### src/rtl/per_copy_engine.sv
// Peripheral-bus copy engine: moves CNT words from SRC to DST using idle per_* bus cycles.
// CPU accesses always win the downstream bus; engine registers sit at BASE_ADDR..BASE_ADDR+3.
module per_copy_engine #(
    parameter logic [13:0] BASE_ADDR = 14'h8C
) (
    input  logic        mclk,
    input  logic        puc_rst,
    input  logic [13:0] per_addr,
    input  logic [15:0] per_din,
    input  logic        per_en,
    input  logic [1:0]  per_we,
    output logic [15:0] per_dout,
    output logic [13:0] m_addr,
    output logic [15:0] m_din,
    output logic        m_en,
    output logic [1:0]  m_we,
    input  logic [15:0] m_rdata,
    output logic        irq
);

    typedef enum logic [1:0] {ST_IDLE, ST_RD, ST_WR} state_t;

    state_t      state, state_nxt;
    logic [15:0] src_reg, dst_reg, cnt_reg;
    logic [15:0] src_ptr, dst_ptr, data_q;
    logic        done, ie, busy;

    logic        sel_ctrl, sel_src, sel_dst, sel_cnt;
    logic        reg_wr, reg_rd, ctrl_wr, start_req, abort_req;
    logic        load, latch, advance, set_done;
    logic        eng_en;
    logic [1:0]  eng_we;
    logic [13:0] eng_addr;
    logic [15:0] eng_din;

    assign sel_ctrl  = (per_addr == BASE_ADDR);
    assign sel_src   = (per_addr == BASE_ADDR + 14'd1);
    assign sel_dst   = (per_addr == BASE_ADDR + 14'd2);
    assign sel_cnt   = (per_addr == BASE_ADDR + 14'd3);
    assign reg_wr    = per_en && (per_we == 2'b11);
    assign reg_rd    = per_en && (per_we == 2'b00);
    assign busy      = (state != ST_IDLE);
    assign ctrl_wr   = reg_wr && sel_ctrl;
    assign abort_req = ctrl_wr && per_din[4];
    assign start_req = ctrl_wr && per_din[0] && !busy;
    assign irq       = done && ie;

    always_ff @(posedge mclk or posedge puc_rst) begin
        if (puc_rst) state <= ST_IDLE;
        else         state <= state_nxt;
    end

    // NOTE: every signal gets a default before the case so no path can infer a latch.
    always_comb begin
        state_nxt = state;
        load      = 1'b0;
        latch     = 1'b0;
        advance   = 1'b0;
        set_done  = 1'b0;
        eng_en    = 1'b0;
        eng_we    = 2'b00;
        eng_addr  = 14'h0;
        eng_din   = 16'h0;
        case (state)
            ST_IDLE: begin
                if (start_req && !abort_req) begin
                    if (cnt_reg != 16'h0) begin
                        load      = 1'b1;
                        state_nxt = ST_RD;
                    end else begin
                        set_done  = 1'b1;
                    end
                end
            end
            ST_RD: begin
                if (!per_en) begin
                    eng_en    = 1'b1;
                    eng_addr  = src_ptr[14:1];
                    latch     = 1'b1;
                    state_nxt = ST_WR;
                end
            end
            ST_WR: begin
                if (!per_en) begin
                    eng_en    = 1'b1;
                    eng_we    = 2'b11;
                    eng_addr  = dst_ptr[14:1];
                    eng_din   = data_q;
                    advance   = 1'b1;
                    if (cnt_reg == 16'h1) begin
                        set_done  = 1'b1;
                        state_nxt = ST_IDLE;
                    end else begin
                        state_nxt = ST_RD;
                    end
                end
            end
            default: state_nxt = ST_IDLE;
        endcase
        // ABORT only arrives on a CPU cycle, so no engine bus cycle is live here.
        if (abort_req) begin
            state_nxt = ST_IDLE;
            load      = 1'b0;
            set_done  = 1'b0;
        end
    end

    // NOTE: state uses non-blocking assignments so every register samples pre-edge values.
    always_ff @(posedge mclk or posedge puc_rst) begin
        if (puc_rst) begin
            src_reg <= 16'h0;
            dst_reg <= 16'h0;
            cnt_reg <= 16'h0;
            src_ptr <= 16'h0;
            dst_ptr <= 16'h0;
            data_q  <= 16'h0;
            done    <= 1'b0;
            ie      <= 1'b0;
        end else begin
            if (reg_wr && !busy && sel_src) src_reg <= per_din;
            if (reg_wr && !busy && sel_dst) dst_reg <= per_din;
            if (reg_wr && !busy && sel_cnt) cnt_reg <= per_din;
            if (ctrl_wr)                    ie      <= per_din[3];
            if (load) begin
                src_ptr <= src_reg;
                dst_ptr <= dst_reg;
            end
            if (latch) data_q <= m_rdata;
            // CNT doubles as the remaining-word counter.
            if (advance) begin
                src_ptr <= src_ptr + 16'd2;
                dst_ptr <= dst_ptr + 16'd2;
                cnt_reg <= cnt_reg - 16'd1;
            end
            if (set_done)                   done <= 1'b1;
            else if (ctrl_wr && per_din[2]) done <= 1'b0;
        end
    end

    always_comb begin
        per_dout = 16'h0;
        if (reg_rd && !puc_rst) begin
            if (sel_ctrl) per_dout = {12'h0, ie, done, busy, 1'b0};
            if (sel_src)  per_dout = src_reg;
            if (sel_dst)  per_dout = dst_reg;
            if (sel_cnt)  per_dout = cnt_reg;
        end
    end

    always_comb begin
        if (puc_rst || per_en) begin
            m_addr = per_addr;
            m_din  = per_din;
            m_en   = per_en;
            m_we   = per_we;
        end else begin
            m_addr = eng_addr;
            m_din  = eng_din;
            m_en   = eng_en;
            m_we   = eng_we;
        end
    end

endmodule

### config.mk
export PLATFORM = sky130hd
export DESIGN_NAME = per_copy_engine
export DESIGN_NICKNAME = d
export VERILOG_FILES = /design/src/rtl/per_copy_engine.sv
export SDC_FILE = /design/constraint.sdc
export NUM_CORES = 1
export LEC_CHECK = 0
export BUFFER_PORTS_ARGS = -buffer_cell sky130_fd_sc_hd__buf_2
export CAP_MARGIN = 10
export CORE_ASPECT_RATIO = 0.8
export CORE_UTILIZATION = 55
export DETAILED_ROUTE_END_ITERATION = 8
export PLACE_DENSITY_LB_ADDON = 0.08
export SYNTH_ARGS = -nofsm -noshare
export SYNTH_HDL_FRONTEND = slang
export SYNTH_SLANG_ARGS = --single-unit
### constraint.sdc
create_clock -name mclk -period 3.94 [get_ports mclk]
set_input_delay 0.394 -clock mclk [delete_from_list [all_inputs] [get_ports mclk]]
set_output_delay 0.394 -clock mclk [all_outputs]
set_load 0.01 [all_outputs]
After elaboration in Yosys (flattened, before gate mapping). Index checks and enable logic that the tools add are counted.

Flip-flop bits (word level): 100. Bits of input ports: 51. Output and inout port bits: 50.

Add/sub/neg operators: 3. Equality and inequality tests: 12. Mux-type cells: 45. Reduce and logical (&&, ||, !) cells: 27.

Operator list (number): $mux 16 (13); $eq 14x8->1 const B (4); $mux 14 (3); $add 16x2->16 const B (2); $pmux 14 s2 (1); $mux 1 (17); $eq 16x1->1 const B (1); $mux 2 (8); $reduce_bool 16->1 (1); $sub 16x1->16 const B (1); $logic_and 1x1->1 (14); $ne 3x3->1 const B (4); $reduce_bool 2->1 (4); $pmux 2 s3 (1); $eq 2x2->1 const B (2); $logic_not 2->1 (2); $mux 4 (1); $reduce_and 4->1 (1); $logic_not 1->1 (3); $eq 2x1->1 const B (1); $pmux 1 s2 (1); $reduce_or 2->1 (1); $logic_or 1x1->1 (1).

Logic depth before layout (Yosys ltp). Gate-level depths: netlist of run 1.

Depth after elaboration: 11. Mapped depth: 9. Gate-level depth less buffers: 7.

Worst setup path after synthesis of run 1. No wires, ideal clock.

Kind: input -> output. Start point: input puc_rst. End point: output m_en. Data arrival time: 2.681 ns. Required time: 3.546 ns. Setup slack: 0.865 ns. Stages: 2. Buffers on the path: 0. Cells stage by stage: inv_1 a21o_1.

Longest elaborated chain between the ends: 2.

RTL lines: from (decl) (RTL line 7) `input logic puc_rst,`; $logic_or 1x1->1 (RTL line 151) `if (puc_rst || per_en) begin`; $mux 1 (RTL line 151); to (decl) (RTL line 15) `output logic m_en,`.

Every way passes these cells.

Final worst setup path of run 1.
Start point: input per_addr[6]. End point: output per_dout[1].

Longest elaborated chain between the ends: 6.

RTL lines: from (decl) (RTL line 8) `input logic [13:0] per_addr,`; $eq 14x8->1 (RTL line 36) `assign sel_ctrl = (per_addr == BASE_ADDR);`; $mux 4 (RTL line 143) `if (sel_ctrl) per_dout = {12'h0, ie, done, busy, 1'b0};`; $mux 16 (RTL line 144) `if (sel_src) per_dout = src_reg;`; $mux 16 (RTL line 145) `if (sel_dst) per_dout = dst_reg;`; $mux 16 (*) (RTL line 146) `if (sel_cnt) per_dout = cnt_reg;`; $mux 16 (*) (RTL line 142) `if (reg_rd && !puc_rst) begin`; to (decl) (RTL line 12) `output logic [15:0] per_dout,`.

Every way passes the cells marked *; elsewhere a longest branch is shown, timed or not.

==> results of run 1 <==
## layout make-up
class	instances	area, um2	share of cell area (%)
Multi-Input combinational cell	426	3050	46.4
Sequential cell	96	2400	36.6
Timing Repair Buffer	108	561	8.53
Clock buffer	12	267	4.05
Tap cell	136	170	2.59
Clock inverter	4	75.1	1.14
Inverter	12	46.3	0.704
## metrics by stage
| stage | util, % | cell area (um2) |
|---|---|---|
| floorplan | - | 5650 |
| global placement | 63.5 | 6230 |
| detailed placement | 63.5 | 6230 |
| CTS | 67.0 | 6570 |
| global route | 67.0 | 6570 |
| finish | 67.0 | 6570 |
## logic make-up (layout without fill, tap and decap cells)
family,Yosys count,count (layout),share of synthesized area (%)
adder cells (fa/ha/maj),9,9,1.99
multiplexers,69,69,14.0
flip-flops,96,96,42.5
AND/OR/NAND/NOR,198,198,19.1
AO/OA/AOI/OAI,150,150,18.7
buffers and inverters,49,136,3.61
## per-layer routing
| metal | share of wire (%) | GRT usage [%] |
|---|---|---|
| met1 | 45 | 44.7 |
| met2 | 46 | 50.9 |
| met3 | 6.4 | 4.65 |
| met4 | 2.1 | 8.98 |
| met5 | 0 | 0 |
## report_power, final
part,switching [mW],internal [mW]
combinational,0.103,0.0742
clock,0.373,0.608
sequential,0.0132,1.01
total,0.489,1.69
## worst paths after layout
check                             from           to  slack, ns  cells past startpoint
setup / recovery           per_addr[6]  per_dout[1]       0.75                      6
hold / removal                 puc_rst   src_reg[1]       0.22                      2
setup reg to reg              state[0]   cnt_reg[7]       1.28                      7
hold reg to reg            src_reg[15]  src_reg[15]       0.51                      1
max in group asynchronous      puc_rst    data_q[9]       2.53                      3
min in group mclk           m_rdata[8]    data_q[8]       0.28                      2
## layout by cell type (no fill, tap or decap), types with 9 or more instances in the layout
master	count
a21oi_1	17
nor2_1	43
and3_1	9
o21ai_0	34
a22oi_1	27
a22o_1	16
o211ai_1	11
mux2_2	61
nor3_1	15
clkbuf_16	9
inv_1	11
nand3_1	28
buf_2	100
nand2_1	47
ha_1	9
nand4_1	13
dfrtp_1	96
==> results by group, run 1 <==
Synth
  • Synth unique cells: 57
  • Avg Inst Size Synth: 9.89 um2
  • Count leader, synth: dfrtp_1
  • Post-synth top area cell: dfrtp_1
  • Asr flop ratio synth: 100%
  • Seq/Total Area, Yosys: 42.5%
  • Number of flops mapped to enable cells by yosys: 0
  • Syn Inst Count: 571
  • Synth Cell Area: 0.00565 mm2
  • Syn. warnings: 0
  • Syn Nets: 631
  • Synth Register Bits: 96
  • Synth top area cells: dfrtp_1 43%, mux2_2 12%, a22oi_1 3.6%, nand2_1 3.1%, o21ai_0 3.0%
  • Main flop type after synthesis: dfrtp_1
  • Most frequent cells after synthesis: 96 x dfrtp_1, 61 x mux2_2, 47 x nand2_1
  • Top cell type's share of synthesized area: 42.5%

Place
  • RePlAce Congestion: 0.891
  • Pre-CTS setup slack: 0.782 ns
  • I/O Buffers: 100
  • Number of placed cells counting well taps: 778
  • DP HPWL: 11500 um

STA
  • Final setup fails: 0
  • Endpoints failing hold: 0
  • Worst Hold Margin: 0.223 ns
  • Crit path time final: 3.19 ns
  • Setup_tns: 0 ns
  • Fmax: 314 MHz
  • Fin. max-slew vios: 0
  • Clock skew: 0.00429 ns
  • RSZ-0062 raised after global routing: false
  • Worst Max-Slew Pin Slew: 0.817 ns
  • Period utilisation layout: 80.9%
  • Setup ws final: 0.753 ns
  • Rel. slew slack: 45.4%

Final layout
  • ANT cells: 0
  • Area delta synth->final: 16.4%
  • Fin cells: 794
  • Fin nets: 713
  • Fillers: 818
  • Fraction of layout cells with a size suffix above 1: 31.6%

Die
  • Die Span X: 115 um
  • # rows: 32
  • Die height: 92.6 um
  • Core area: 0.00981 mm2
  • Total die area: 0.0107 mm2
  • Ports: 101
  • Initial Util: 57.6%

Global routing
  • Initial antenna violation count: 0
  • Vias in the first global route: 4795
  • Largest net degree at the start of global routing: 55
  • First-pass GRT wire length: 25700 um
  • Overall Global Routing Usage: 31.7%
  • Total gr overflow: 0

Critical path
  • Top delay family on crit path: simple AND/OR/NAND/NOR gates
  • Critical path class: input port to primary output
  • Crit-path max FO: 16
  • Crit. End Element: primary output
  • Critical path startpoint category: input port
  • Buf/Inv on CP: 2
  • Crit path required time: 3.55 ns
  • Worst-path cell chain: buf_2, or4b_4, nor4_4, nand3_1, a211oi_1, buf_2
  • Worst path slowest cell: nand3_1
  • Most frequent CP cell: buf_2
  • CP peak stage delay: 0.72 ns
  • CP arrival: 2.79 ns

CTS
  • CTS tree: done
  • # Post-CTS Setup Buffers: 0
  • CTS Sinks: 96
  • H-Tree Depth: 3
  • Post-cts gate resize count: 0
  • Number of hold buffers added after CTS: 0
  • Clock Path Buffers: 2
  • Clk pin slew, worst setup/hold paths: 0.06 ns
  • Root Driver: clkbuf_16
  • Skew-Pair Late Insertion Delay: 0.34 ns
  • Total CTS buffers: 9

Routing
  • Drt first-iter violations: 376
  • Vias/cell: 6.49
  • Routed Antenna Nets: 0
  • Routed WL: 16100 um
  • 1st-pass router iterations: 6
  • Via count: 5155
  • Routed len/inst: 20.3 um
  • DRC: 0

Pwr
  • Max VDD drop: 0.259 mV
  • Pwr Total: 2.18 mW
  • Leak pwr: 3.20 nW
  • PwrDens: 332 mW/mm2

Outcome
  • Status: finished, final reports clean

Job
  • Max-cap violations: 0

Min path
  • Worst min path class: input port to async pin
No activity file was read; power rests on OpenSTA's default activity.
==> run 2: changes to the inputs <==
ABC_AREA = 1   (was not set)
CORE_UTILIZATION = 52   (was 55)
clock period = 2.8 ns   (was 3.94 ns; I/O delays follow)
==> run 2 against run 1 <==
Net effect: sequential power increased by 99%; total power increased by 120%; global-route usage decreased by 0.66 points; combinational power increased to 9.3 times the previous value; non-clock buffer count increased by 8; register-to-register slack got worse by 0.81 ns; setup slack got worse by 0.51 ns; utilization decreased by 4.8 points; synthesized cell count increased by 58%.
==> results by group, run 2 <==
Outcome
  • Status: finished, final reports clean

Routing
  • 1st-pass router iterations: 5 (-1)
  • DRC: 0 (unchanged)
  • Via count: 6541 (+27%)
  • Drt first-iter violations: 727 (+93%)
  • Vias/cell: 5.74 (-12%)
  • Routed len/inst: 16.6 um (-18%)
  • Routed WL: 19000 um (+18%)
  • Routed Antenna Nets: 0 (unchanged)

Synth
  • Top cell type's share of synthesized area: 37.5% (-5.0 points)
  • Synth Cell Area: 0.00640 mm2 (+13%)
  • Synth top area cells: dfrtp_1 38%, nand2_1 11%, nand3_1 9.6%, o21ai_0 7.4%, inv_1 7.3%
  • Syn Inst Count: 900 (+58%)
  • Number of flops mapped to enable cells by yosys: 0 (unchanged)
  • Most frequent cells after synthesis: 194 x nand2_1, 124 x inv_1, 123 x nand3_1
  • Syn. warnings: 0 (unchanged)
  • Main flop type after synthesis: dfrtp_1
  • Avg Inst Size Synth: 7.11 um2 (-28%)
  • Seq/Total Area, Yosys: 37.5% (-5.0 points)
  • Synth Register Bits: 96 (unchanged)
  • Asr flop ratio synth: 100% (unchanged)
  • Count leader, synth: nand2_1
  • Synth unique cells: 37 (-35%)
  • Syn Nets: 960 (+52%)
  • Post-synth top area cell: dfrtp_1

CTS
  • Clock Path Buffers: 2 (unchanged)
  • Post-cts gate resize count: 0 (unchanged)
  • Root Driver: clkbuf_16
  • H-Tree Depth: 3 (unchanged)
  • Skew-Pair Late Insertion Delay: 0.35 ns (about the same)
  • CTS Sinks: 96 (unchanged)
  • Number of hold buffers added after CTS: 0 (unchanged)
  • # Post-CTS Setup Buffers: 0 (unchanged)
  • Total CTS buffers: 9 (unchanged)
  • Clk pin slew, worst setup/hold paths: 0.07 ns (about the same)
  • CTS tree: done

Pwr
  • Clock share of power: 25.1% (-20 points)
  • Sw Pwr: 1.99 mW (+310%)
  • PwrDens: 672 mW/mm2 (+100%)
  • Sw frac: 40.6% (+18 points)
  • Pwr Total: 4.90 mW (+120%)
  • Comb power frac: 33.5% (+25 points)
  • Internal Power: 2.91 mW (+72%)
  • Leak pwr: 3.61 nW (+13%)
  • Max VDD drop: 0.344 mV (+33%)
  • Sequential Power Share: 41.5% (-5.4 points)

Die
  • Ports: 101 (unchanged)
  • Die Span X: 126 um (+9.3%)
  • # rows: 35 (+9.4%)
  • Initial Util: 54.5% (-3.1 points)
  • Core area: 0.0117 mm2 (+20%)
  • Total die area: 0.0128 mm2 (+19%)
  • Die height: 101 um (+9.3%)

STA
  • Fin. max-slew vios: 0 (unchanged)
  • RSZ-0062 raised after global routing: false
  • Endpoints failing hold: 0 (unchanged)
  • Final setup fails: 0 (unchanged)
  • Period utilisation layout: 91.2%
  • Rel. slew slack: 42.7% (-2.6 points)
  • Setup_tns: 0 ns (unchanged)
  • Clock skew: 0.00612 ns (+0.00183 ns)
  • Worst Max-Slew Pin Slew: 0.858 ns (+0.0408 ns)
  • Crit path time final: 2.55 ns
  • Fmax: 392 MHz

Job
  • Max-cap violations: 0 (unchanged)

Final layout
  • Multi-input combinational cell area: 0.00331 mm2 (+8.4%)
  • Fin cells: 1139 (+43%)
  • Area delta synth->final: 14.1%
  • Register Area: 0.00240 mm2 (unchanged)
  • ANT cells: 0 (unchanged)
  • Fin area: 0.00730 mm2 (+11%)
  • Commonest non-fill, non-tap cell in the layout: nand2_1
  • Fillers: 1146 (+40%)
  • Fraction of layout cells with a size suffix above 1: 20.1% (-12 points)
  • Fin nets: 1046 (+47%)
  • Most frequent cells in the layout: 193 x nand2_1, 123 x inv_1, 123 x nand3_1

Critical path
  • Critical path startpoint category: register
  • Crit path required time: 2.52 ns (-1.03 ns)
  • Critical path class: register to primary output
  • Crit. End Element: primary output
  • Crit-path max FO: 18 (+2)
  • CP arrival: 2.27 ns (-0.52 ns)

Global routing
  • First-pass GRT wire length: 30700 um (+19%)
  • Largest net degree at the start of global routing: 59 (+7.3%)
  • Total gr overflow: 0 (unchanged)
  • Initial antenna violation count: 0 (unchanged)
  • Overall Global Routing Usage: 31.0% (-0.66 points)
  • Vias in the first global route: 5749 (+20%)

Place
  • RePlAce Congestion: 0.915 (+2.8%)
  • I/O Buffers: 100 (unchanged)
  • Number of placed cells counting well taps: 1123 (+44%)
  • DP Area: 0.00700 mm2 (+12%)
  • DP HPWL: 14300 um (+24%)

Min path
  • Worst min path class: input port to register
-- run 2: cell types whose count changed after synthesis, moves of 21 or more --
cell | before | now
nand2_1 | 47 | 194
mux2_2 | 61 | 0
o21ai_2 | 0 | 21
a22oi_1 | 27 | 0
nand3_1 | 28 | 123
inv_1 | 12 | 124
o21ai_0 | 34 | 95
o22ai_1 | 5 | 31
-- run 2: final cells by class --
cell class | count | share of cell area, %
Clock inverter | 7 | 0.857
Inverter | 130 | 6.75
Clock buffer | 9 | 3.09
Timing Repair Buffer | 116 | 8.50
Multi-Input combinational cell | 633 | 45.3
Tap cell | 148 | 2.54
Sequential cell | 96 | 32.9
-- run 2: worst paths after layout --
kind                            start     endpoint  slack (ns)  depth (start not counted)
min reg2reg                src_reg[5]   src_reg[5]        0.49                          2
min in group asynchronous     puc_rst     state[1]        0.21                          3
max                          state[0]    m_addr[7]        0.25                          9
max reg2reg                  state[0]  cnt_reg[13]        0.47                         10
max in group asynchronous     puc_rst   src_ptr[9]        1.45                          4
min                        m_rdata[7]    data_q[7]        0.13                          3
-- run 2: power by group through the flow --
stage / combinational, mW / sequential (mW) / clock [mW]
global placement: 1.60 / 2.05 / 0
CTS: 1.61 / 2.02 / 1.24
detailed placement: 1.60 / 2.05 / 0
floorplan: 1.24 / 1.97 / 0
finish: 1.64 / 2.03 / 1.23
global route: 1.85 / 2.08 / 1.29
-- run 2: layer usage --
metal	GRT usage (%)	wire [um]	vias to the layer above
li1	-	-	3154
met1	47.0	9030	3029
met2	46.0	7880	336
met3	6.18	1800	22
met4	6.12	242	0
met5	0	0	-
-- run 2: worst max-delay path: stages, from the launching register on --
cell and delay (ns):
dfrtp_1 0.41, inv_1 0.10, ha_1 0.19, inv_1 0.08
nor2_4 0.28, inv_2 0.23, o22ai_1 0.26, nand3_1 0.13
o21ai_0 0.09, buf_2 0.15
-- run 2: per-stage QoR --
| stage | hold slack, ns | setup slack, ns | util (%) |
|---|---|---|---|
| 2_1_floorplan | 0.401 | -0.0450 | - |
| 3_3_place_gp | 0.467 | 0.626 | 59.7 |
| 3_5_place_dp | 0.473 | 0.552 | 59.7 |
| 4_1_cts | 0.127 | 0.190 | 62.1 |
| 5_1_grt | 0.128 | 0.0499 | 62.2 |
| 6_report | 0.132 | 0.247 | 62.2 |
-- run 2: cell families (layout without fill, tap and decap cells) --
kind of cell	Yosys count	after routing	synth area share, %
XOR/XNOR	9	9	1.23
adder cells (fa/ha/maj)	9	9	1.76
flip-flops	96	96	37.5
buffers and inverters	171	262	11.0
AND/OR/NAND/NOR	430	430	31.1
AO/OA/AOI/OAI	185	185	17.4
==> run 3: changes to the inputs <==
SETUP_SLACK_MARGIN = 0.3   (was not set)
==> run 3 against run 2 <==
Net effect: register-to-register slack better by 0.03 ns; setup slack better by 0.13 ns; critical path type unchanged; utilization is 0.75 points higher; largest cell class unchanged.
==> results by group, run 3 (synthesis results as in run 2) <==
Outcome
  • Status: finished, final reports clean

Die
  • Die Span X: 126 um (unchanged)
  • Die height: 101 um (unchanged)
  • Total die area: 0.0128 mm2 (unchanged)
  • # rows: 35 (unchanged)
  • Ports: 101 (unchanged)
  • Initial Util: 54.5% (unchanged)
  • Core area: 0.0117 mm2 (unchanged)

CTS
  • CTS Sinks: 96 (unchanged)
  • Clock Path Buffers: 2 (unchanged)
  • Skew-Pair Late Insertion Delay: 0.35 ns (about the same)
  • Number of hold buffers added after CTS: 0 (unchanged)
  • CTS tree: done
  • Clk pin slew, worst setup/hold paths: 0.07 ns (about the same)
  • Total CTS buffers: 9 (unchanged)
  • # Post-CTS Setup Buffers: 0 (unchanged)
  • H-Tree Depth: 3 (unchanged)
  • Root Driver: clkbuf_16

Pwr
  • Sequential Power Share: 40.1% (-1.4 points)
  • Clock share of power: 27.3% (+2.2 points)
  • Leak pwr: 3.65 nW (+0.97%)
  • PwrDens: 686 mW/mm2 (+2.1%)
  • Internal Power: 3.10 mW (+6.4%)
  • Comb power frac: 32.6% (-0.9 points)
  • Sw frac: 38.9% (-1.8 points)
  • Max VDD drop: 0.431 mV (+25%)
  • Sw Pwr: 1.97 mW (-1.2%)

Critical path
  • Worst r2r src: cnt_reg[9]
  • Crit-path max FO: 13 (-5)
  • CP arrival: 2.14 ns (-0.13 ns)
  • Critical path startpoint category: register
  • Crit. End Element: primary output
  • Crit path required time: 2.52 ns (about the same)
  • Critical path class: register to primary output
  • CP startpoint: state[0]

Global routing
  • First-pass GRT wire length: 30300 um (-1.1%)
  • Total gr overflow: 0 (unchanged)
  • Vias in the first global route: 5685 (-1.1%)
  • Largest net degree at the start of global routing: 54 (-8.5%)
  • Initial antenna violation count: 0 (unchanged)
  • Overall Global Routing Usage: 30.9% (-0.18 points)

Final layout
  • Area delta synth->final: 15.4%
  • Fillers: 1141 (-0.44%)
  • ANT cells: 0 (unchanged)
  • Most frequent cells in the layout: 192 x nand2_1, 123 x inv_1, 123 x nand3_1
  • Fin nets: 1046 (unchanged)
  • Fraction of layout cells with a size suffix above 1: 20.6% (+0.50 points)
  • Fin cells: 1139 (unchanged)
  • Commonest non-fill, non-tap cell in the layout: nand2_1

STA
  • Worst Max-Slew Pin Slew: 0.866 ns (+0.00808 ns)
  • Setup ws final: 0.382 ns (+0.135 ns)
  • Endpoints failing hold: 0 (unchanged)
  • Crit path time final: 2.42 ns (-0.135 ns)
  • Period utilisation layout: 86.4% (-4.8 points)
  • Fin. max-slew vios: 0 (unchanged)
  • Clock skew: 0.00580 ns (-0.000316 ns)
  • Final setup fails: 0 (unchanged)
  • RSZ-0062 raised after global routing: true
  • Rel. slew slack: 42.2% (-0.54 points)
  • Fmax: 414 MHz (+5.6%)

Routing
  • Routed len/inst: 16.8 um (+0.69%)
  • Vias/cell: 5.67 (-1.2%)
  • DRC: 0 (unchanged)
  • Drt first-iter violations: 634 (-13%)
  • Routed WL: 19100 um (+0.69%)
  • Routed Antenna Nets: 0 (unchanged)
  • Via count: 6460 (-1.2%)
  • 1st-pass router iterations: 5 (unchanged)

Place
  • Number of placed cells counting well taps: 1123 (unchanged)
  • RePlAce Congestion: 0.898 (-1.9%)
  • I/O Buffers: 100 (unchanged)
  • DP HPWL: 14100 um (-0.97%)
  • Pre-CTS setup slack: 0.425 ns (-0.127 ns)

Min path
  • Min-delay src: m_rdata[7]
  • Worst min path class: input port to register

Job
  • Max-cap violations: 0 (unchanged)
run 3: changes by cell type in the layout (fill, tap and decap cells not counted), sizes merged:
cell / change
clkinv: -1
inv: -2
bufinv: +2
clkinvlp: +1
run 3: stage by stage:
step | total power, mW | utilization (%) | setup TNS [ns] | cell area (um2) | hold WS [ns]
6_report | 5.07 | 62.9 | 0 | 7390 | 0.137
3_5_place_dp | 3.64 | 59.8 | 0 | 7010 | 0.474
4_1_cts | 5.02 | 62.6 | 0 | 7350 | 0.133
2_1_floorplan | 3.22 | - | -0.423 | 6410 | 0.401
3_3_place_gp | 3.63 | 59.8 | 0 | 7010 | 0.468
5_1_grt | 5.38 | 62.9 | 0 | 7390 | 0.138
run 3: worst paths after layout:
kind                               end  slack [ns]  depth (start not counted)
setup / recovery             m_addr[7]        0.38                         10
hold / removal               data_q[7]        0.14                          3
setup reg to reg           dst_ptr[13]        0.50                         10
hold reg to reg            src_reg[10]        0.49                          2
max in group asynchronous   src_reg[9]        2.00                          3
min in group asynchronous   src_ptr[2]        0.28                          3
run 3: area by class of cell:
type | count | area [um2] | share of cell area [%]
Inverter | 130 | 493 | 6.67
Multi-Input combinational cell | 633 | 3340 | 45.2
Clock buffer | 9 | 225 | 3.05
Timing Repair Buffer | 116 | 637 | 8.62
Sequential cell | 96 | 2400 | 32.5
Clock inverter | 7 | 104 | 1.41
Tap cell | 148 | 185 | 2.51
run 3: routing by layer:
| metal | share of wire (%) | GRT usage, % | up-vias |
|---|---|---|---|
| met3 | 8.7 | 7.08 | 16 |
| met5 | 0 | 0 | - |
| met2 | 42 | 45.4 | 275 |
| li1 | - | - | 3146 |
| met1 | 48 | 46.8 | 3023 |
| met4 | 1.1 | 5.10 | 0 |
run 3: power groups by stage:
stage	clock, mW	combinational (mW)	sequential [mW]
floorplan	0	1.24	1.97
global placement	0	1.58	2.04
detailed placement	0	1.59	2.05
CTS	1.39	1.61	2.02
global route	1.45	1.85	2.08
finish	1.38	1.65	2.03
run 3: critical path, cell delays in order (launching register included):
cell and delay, ns:
dfrtp_1 0.40, inv_1 0.10, ha_1 0.19, inv_1 0.08, nor2_4 0.10, inv_2 0.14, buf_4 0.21, o22ai_2 0.20
nand3_1 0.12, o21ai_0 0.09, buf_2 0.15
run 3: repair_timing:
item | 4_1_cts | 5_1_grt
hold endpoints to repair | 0 | 0
gates resized for setup | 3 | 7
setup endpoints to repair | 19 | 13
